--- src/rtl/serial_receiver.sv ---
// 8N1 serial receive path: two-flop line synchroniser, mid-bit sampling FSM and a
// valid/ready holding register for the received byte, with framing-error and overrun pulses.
module serial_receiver #(
  parameter int CLKS_PER_BIT = 16
) (
  input  logic       clk,
  input  logic       rst_n,
  input  logic       data,
  output logic [7:0] bus,
  output logic       bus_valid,
  input  logic       bus_ready,
  output logic       frame_err,
  output logic       overrun
);

  localparam int HALF = CLKS_PER_BIT / 2;
  localparam int CW   = $clog2(CLKS_PER_BIT);
  localparam logic [CW-1:0] HALF_LAST = CW'(HALF - 1);
  localparam logic [CW-1:0] BIT_LAST  = CW'(CLKS_PER_BIT - 1);

  typedef enum logic [2:0] {
    IDLE,
    START,
    DATA,
    STOP,
    WAIT_IDLE
  } state_t;

  state_t        state_q, state_d;
  logic [CW-1:0] cnt_q, cnt_d;
  logic [3:0]    bit_idx_q, bit_idx_d;
  logic [7:0]    shreg_q, shreg_d;
  logic [7:0]    bus_q, bus_d;
  logic          bus_valid_q, bus_valid_d;
  logic          frame_err_q, frame_err_d;
  logic          overrun_q, overrun_d;
  logic          sync1_q, sync2_q;
  logic          line_s;
  logic          complete;

  assign line_s = sync2_q;

  always_comb begin
    state_d     = state_q;
    cnt_d       = cnt_q;
    bit_idx_d   = bit_idx_q;
    shreg_d     = shreg_q;
    bus_d       = bus_q;
    bus_valid_d = bus_valid_q;
    frame_err_d = 1'b0;
    overrun_d   = 1'b0;
    complete    = 1'b0;

    // cnt restarts at every sample point so each sample lands mid-bit
    case (state_q)
      IDLE: begin
        cnt_d = '0;
        if (!line_s) state_d = START;
      end
      START: begin
        if (cnt_q == HALF_LAST) begin
          cnt_d = '0;
          if (!line_s) begin
            state_d   = DATA;
            bit_idx_d = 4'd0;
          end else begin
            state_d = IDLE;
          end
        end else begin
          cnt_d = cnt_q + 1'b1;
        end
      end
      DATA: begin
        if (cnt_q == BIT_LAST) begin
          cnt_d                    = '0;
          shreg_d[bit_idx_q[2:0]]  = line_s;
          bit_idx_d                = bit_idx_q + 1'b1;
          if (bit_idx_q == 4'd7) state_d = STOP;
        end else begin
          cnt_d = cnt_q + 1'b1;
        end
      end
      STOP: begin
        if (cnt_q == BIT_LAST) begin
          cnt_d = '0;
          if (line_s) begin
            complete = 1'b1;
            state_d  = IDLE;
          end else begin
            frame_err_d = 1'b1;
            state_d     = WAIT_IDLE;
          end
        end else begin
          cnt_d = cnt_q + 1'b1;
        end
      end
      WAIT_IDLE: begin
        cnt_d = '0;
        if (line_s) state_d = IDLE;
      end
      default: begin
        state_d = IDLE;
        cnt_d   = '0;
      end
    endcase

    // A finished byte is dropped, not overwritten, while the consumer still holds the old one
    if (complete) begin
      if (!bus_valid_q || bus_ready) begin
        bus_d       = shreg_q;
        bus_valid_d = 1'b1;
      end else begin
        overrun_d = 1'b1;
      end
    end else if (bus_valid_q && bus_ready) begin
      bus_valid_d = 1'b0;
    end
  end

  always_ff @(posedge clk or negedge rst_n) begin
    if (!rst_n) begin
      sync1_q     <= 1'b1;
      sync2_q     <= 1'b1;
      state_q     <= IDLE;
      cnt_q       <= '0;
      bit_idx_q   <= 4'd0;
      shreg_q     <= 8'h00;
      bus_q       <= 8'h00;
      bus_valid_q <= 1'b0;
      frame_err_q <= 1'b0;
      overrun_q   <= 1'b0;
    end else begin
      sync1_q     <= data;
      sync2_q     <= sync1_q;
      state_q     <= state_d;
      cnt_q       <= cnt_d;
      bit_idx_q   <= bit_idx_d;
      shreg_q     <= shreg_d;
      bus_q       <= bus_d;
      bus_valid_q <= bus_valid_d;
      frame_err_q <= frame_err_d;
      overrun_q   <= overrun_d;
    end
  end

  assign bus       = bus_q;
  assign bus_valid = bus_valid_q;
  assign frame_err = frame_err_q;
  assign overrun   = overrun_q;

endmodule

--- config.mk ---
export PLATFORM = sky130hd
export DESIGN_NAME = serial_receiver
export DESIGN_NICKNAME = d
export VERILOG_FILES = /design/src/rtl/serial_receiver.sv
export SDC_FILE = /design/constraint.sdc
export NUM_CORES = 1
export LEC_CHECK = 0
export CAP_MARGIN = 0
export CORE_MARGIN = 2
export CORE_UTILIZATION = 54
export CTS_CLUSTER_SIZE = 12
export DETAILED_ROUTE_END_ITERATION = 8
export GPL_ROUTABILITY_DRIVEN = 1
export GPL_TIMING_DRIVEN = 0
export MAX_ROUTING_LAYER = met4
export PLACE_DENSITY = 0.85
export SYNTH_ARGS = -nofsm -noshare
export SYNTH_HDL_FRONTEND = slang
export SYNTH_SLANG_ARGS = --single-unit
--- constraint.sdc ---
create_clock -name clk -period 2.2 [get_ports clk]
set_clock_uncertainty 0.2 [all_clocks]
set_input_delay 0.44 -clock clk [delete_from_list [all_inputs] [get_ports clk]]
set_output_delay 0.44 -clock clk [all_outputs]
set_load 0.01 [all_outputs]
==> flow_summary.yaml <==
timing:
  fmax_mhz: 515
  finalWorstSetupSlack_ps: 258
  final-hold-violation-count: 0
  slew_headroom: 0.553
  whs_ps: 166
  fin_crit_ps: 1940
  tightestPinTransition_ps: 670
  rsz0062_at_grt: "no"
  finalCritPeriodShare: 0.883
  drv_slew: 0
  report.final.setup_viol: 0
worst_setup_path:
  crit_start: "cnt_q[0]"
  crit_fanout: 10
  r2r_end: "shreg_q[0]"
  cp.arrival_ps: 1970
  r2r_start: "cnt_q[0]"
  ff2ff_path_depth: 6
  endpoint_kind: "flop"
  start_kind: "flop"
  critPathKind: "flop to flop"
  required_ps: 2230
  rrSetupSlack_ps: 260
die:
  die_w_um: 55.2
  die_area_um2: 3050
  ios: 15
  core_um2: 2480
  start_util: 0.572
  die_y_um: 55.2
  rows: 18
worst_hold_path:
  worst_hold_path_type: "flop to flop"
  holdPathEnd: "line_s"
  min_path_cells: 0
  min_from: "sync1_q"
routing:
  antenna_left: 0
  vias: 985
  finalWirelength_um: 2470
  dr.pass1.iters: 4
  vias_per_cell: 5.83
  wire_per_inst_um: 14.6
  drt_iter0_drc: 15
  drc: 0
synthesis:
  yosysMostFrequentCell: "dfrtp_1"
  synthTopCellsByCount: "dfrtp_1 (30), mux2_2 (17), nand4_1 (10), nor2_1 (6), buf_2 (5)"
  synth_edf_count: 0
  synth_top_cell_area_share: 0.530
  ys_seq_area_frac: 0.567
  synth_area_um2: 1420
  synth_cell_types: 33
  synth_area_leaders: "dfrtp_1 (53%), mux2_2 (14%), nand4_1 (4.4%), dfstp_2 (3.7%), buf_2 (1.8%)"
  synth_ff_type: "dfrtp_1"
  synth_top_area_cell: "dfrtp_1"
  async_reset_ff_frac: 1.00
  syn-num-nets: 122
  syn-instance-count: 116
  ys_seq_elements: 32
  yosys_warnings: 0
  avgSynthCellArea_um2: 12.2
placement:
  dp.final_hpwl_um: 1740
  portBuffers: 14
  pre_cts_slack_ps: -85.7
  gp_congestion: 0.804
  place_area_um2: 1590
clocking:
  cts-root-buf: "clkbuf_4"
  cts_buffers: 5
  post_cts_resize_count: 0
  cts_sinks: 32
  clk_latency_ps: 340
  clk_path_buf_depth: 2
  cts_tree: "built"
  ctsHtreeMaxLevel: 2
  clk_pin_slew_ps: 90
power_and_ir_drop:
  vdd_drop_max_mv: 0.602
  swShare: 0.264
  finalPower_mw: 1.12
  clockPowerShare: 0.307
  comb_power_share: 0.111
  p_per_area_nw_per_um2: 677
  seq_power_share: 0.583
  p_int_uw: 827
  switching_power_uw: 296
  cellLeakagePower_nw: 0.777
global_routing:
  grt_max_degree: 33
  antenna_found_initial: 0
  grt_usage: 0.188
  gr-total-overflow: 0
  grt_pass1_wl_um: 4280
  grt_pass1_vias: 981
final_layout:
  fin_area_um2: 1660
  area_growth_pct: 17.2
  drive_gt1_frac: 0.273
  nets: 144
  antennaDiodeCount: 0
  utilization: 0.670
run_status:
  outcome: "complete, no violations"
run:
  cap_violations: 0
-- power groups by stage --
stage               Sequential (mW)  Combinational, mW  Clock, mW
floorplan                     0.655             0.0899          0
global placement              0.661              0.117          0
detailed placement            0.663              0.124          0
CTS                           0.653              0.125      0.360
global route                  0.658              0.139      0.390
finish                        0.655              0.124      0.344
-- state kept, by name, summed over array words and instances, names as in the netlist --
| name | cells |
|---|---|
| frame_err | 1 |
| sync1_q | 1 |
| bit_idx_q | 4 |
| overrun | 1 |
| line_s | 1 |
| shreg_q | 8 |
| state_q | 3 |
| bus_valid | 1 |
| cnt_q | 4 |
| bus | 8 |
-- critical path, cell delays in order, from the launching register on --
cell,delay [ps]
dfrtp_1,410
ha_1,260
and3_1,200
buf_2,140
buf_2,190
nand4_1,110
mux2_2,330
-- worst max path at each step --
stage | end | depth (start not counted)
after floorplan | shreg_q[0] | 6
after global placement | bus[0] | 1
after detailed placement | shreg_q[3] | 1
after CTS | shreg_q[4] | 6
after global routing | shreg_q[0] | 6
final | shreg_q[0] | 6
-- cell type report --
type                            instances  area, µm²
Timing Repair Buffer                   15        145
Buffer                                  7       36.3
Fill cell                             200        817
Inverter                                3       11.3
Sequential cell                        32        803
Multi-Input combinational cell         74        566
Clock buffer                            6       51.3
Clock inverter                          2       10.0
Tap cell                               30       37.5
-- cells by family after synthesis --
family | count (synthesis) | synth area share
and+or+nand+nor | 38 | 0.160
AOI/OAI and AO/OA | 14 | 0.0680
adders and majority gates | 2 | 0.0177
muxes | 17 | 0.135
xor gates and xnor gates | 3 | 0.0186
buffers and inverters | 10 | 0.0336
DFF | 32 | 0.567
-- metrics by stage --
step	TNS, ps	instances
3_3_place_gp	-1130	160
4_1_cts	0	168
2_1_floorplan	0	116
3_5_place_dp	-2530	160
5_1_grt	0	169
6_report	0	169
-- routing by layer --
| metal | wire length, µm | GRT usage | up-vias |
|---|---|---|---|
| met5 | 0 | - | - |
| met1 | 1100 | 0.231 | 489 |
| met3 | 92 | 0.0492 | 9 |
| li1 | - | - | 466 |
| met4 | 66 | 0.129 | 0 |
| met2 | 1210 | 0.270 | 21 |
-- placed cells by master (no fill, tap or decap) --
cell type        count
or2_2                1
dfstp_2              2
a22oi_1              1
xnor2_1              1
mux2_2              17
nand3b_1             1
clkinv_2             2
clkdlybuf4s50_1     13
a211oi_2             1
o21ai_0              2
and2_1               2
dfrtp_1             30
buf_4                1
clkbuf_8             1
a21oi_1              4
a31oi_1              2
buf_2                6
nor3_1               1
clkbuf_4             5
nand3_1              4
nor3b_2              1
and3_1               1
or4b_1               1
a211oi_1             2
nand2_1              3
inv_1                3
nor2_1               6
nand4_1             10
clkbuf_1             1
dlygate4sd3_1        1
a41oi_1              1
ha_1                 2
nand2b_1             2
nor2b_1              3
o21ba_2              1
xor2_1               2
nand4b_1             1
and4b_1              1
-- repair_timing --
item,in CTS,in global routing
setup buffers,0,0
hold buffers,0,1
hold endpoints to repair,0,30
Note: power is estimated with default switching activity, not from simulation.
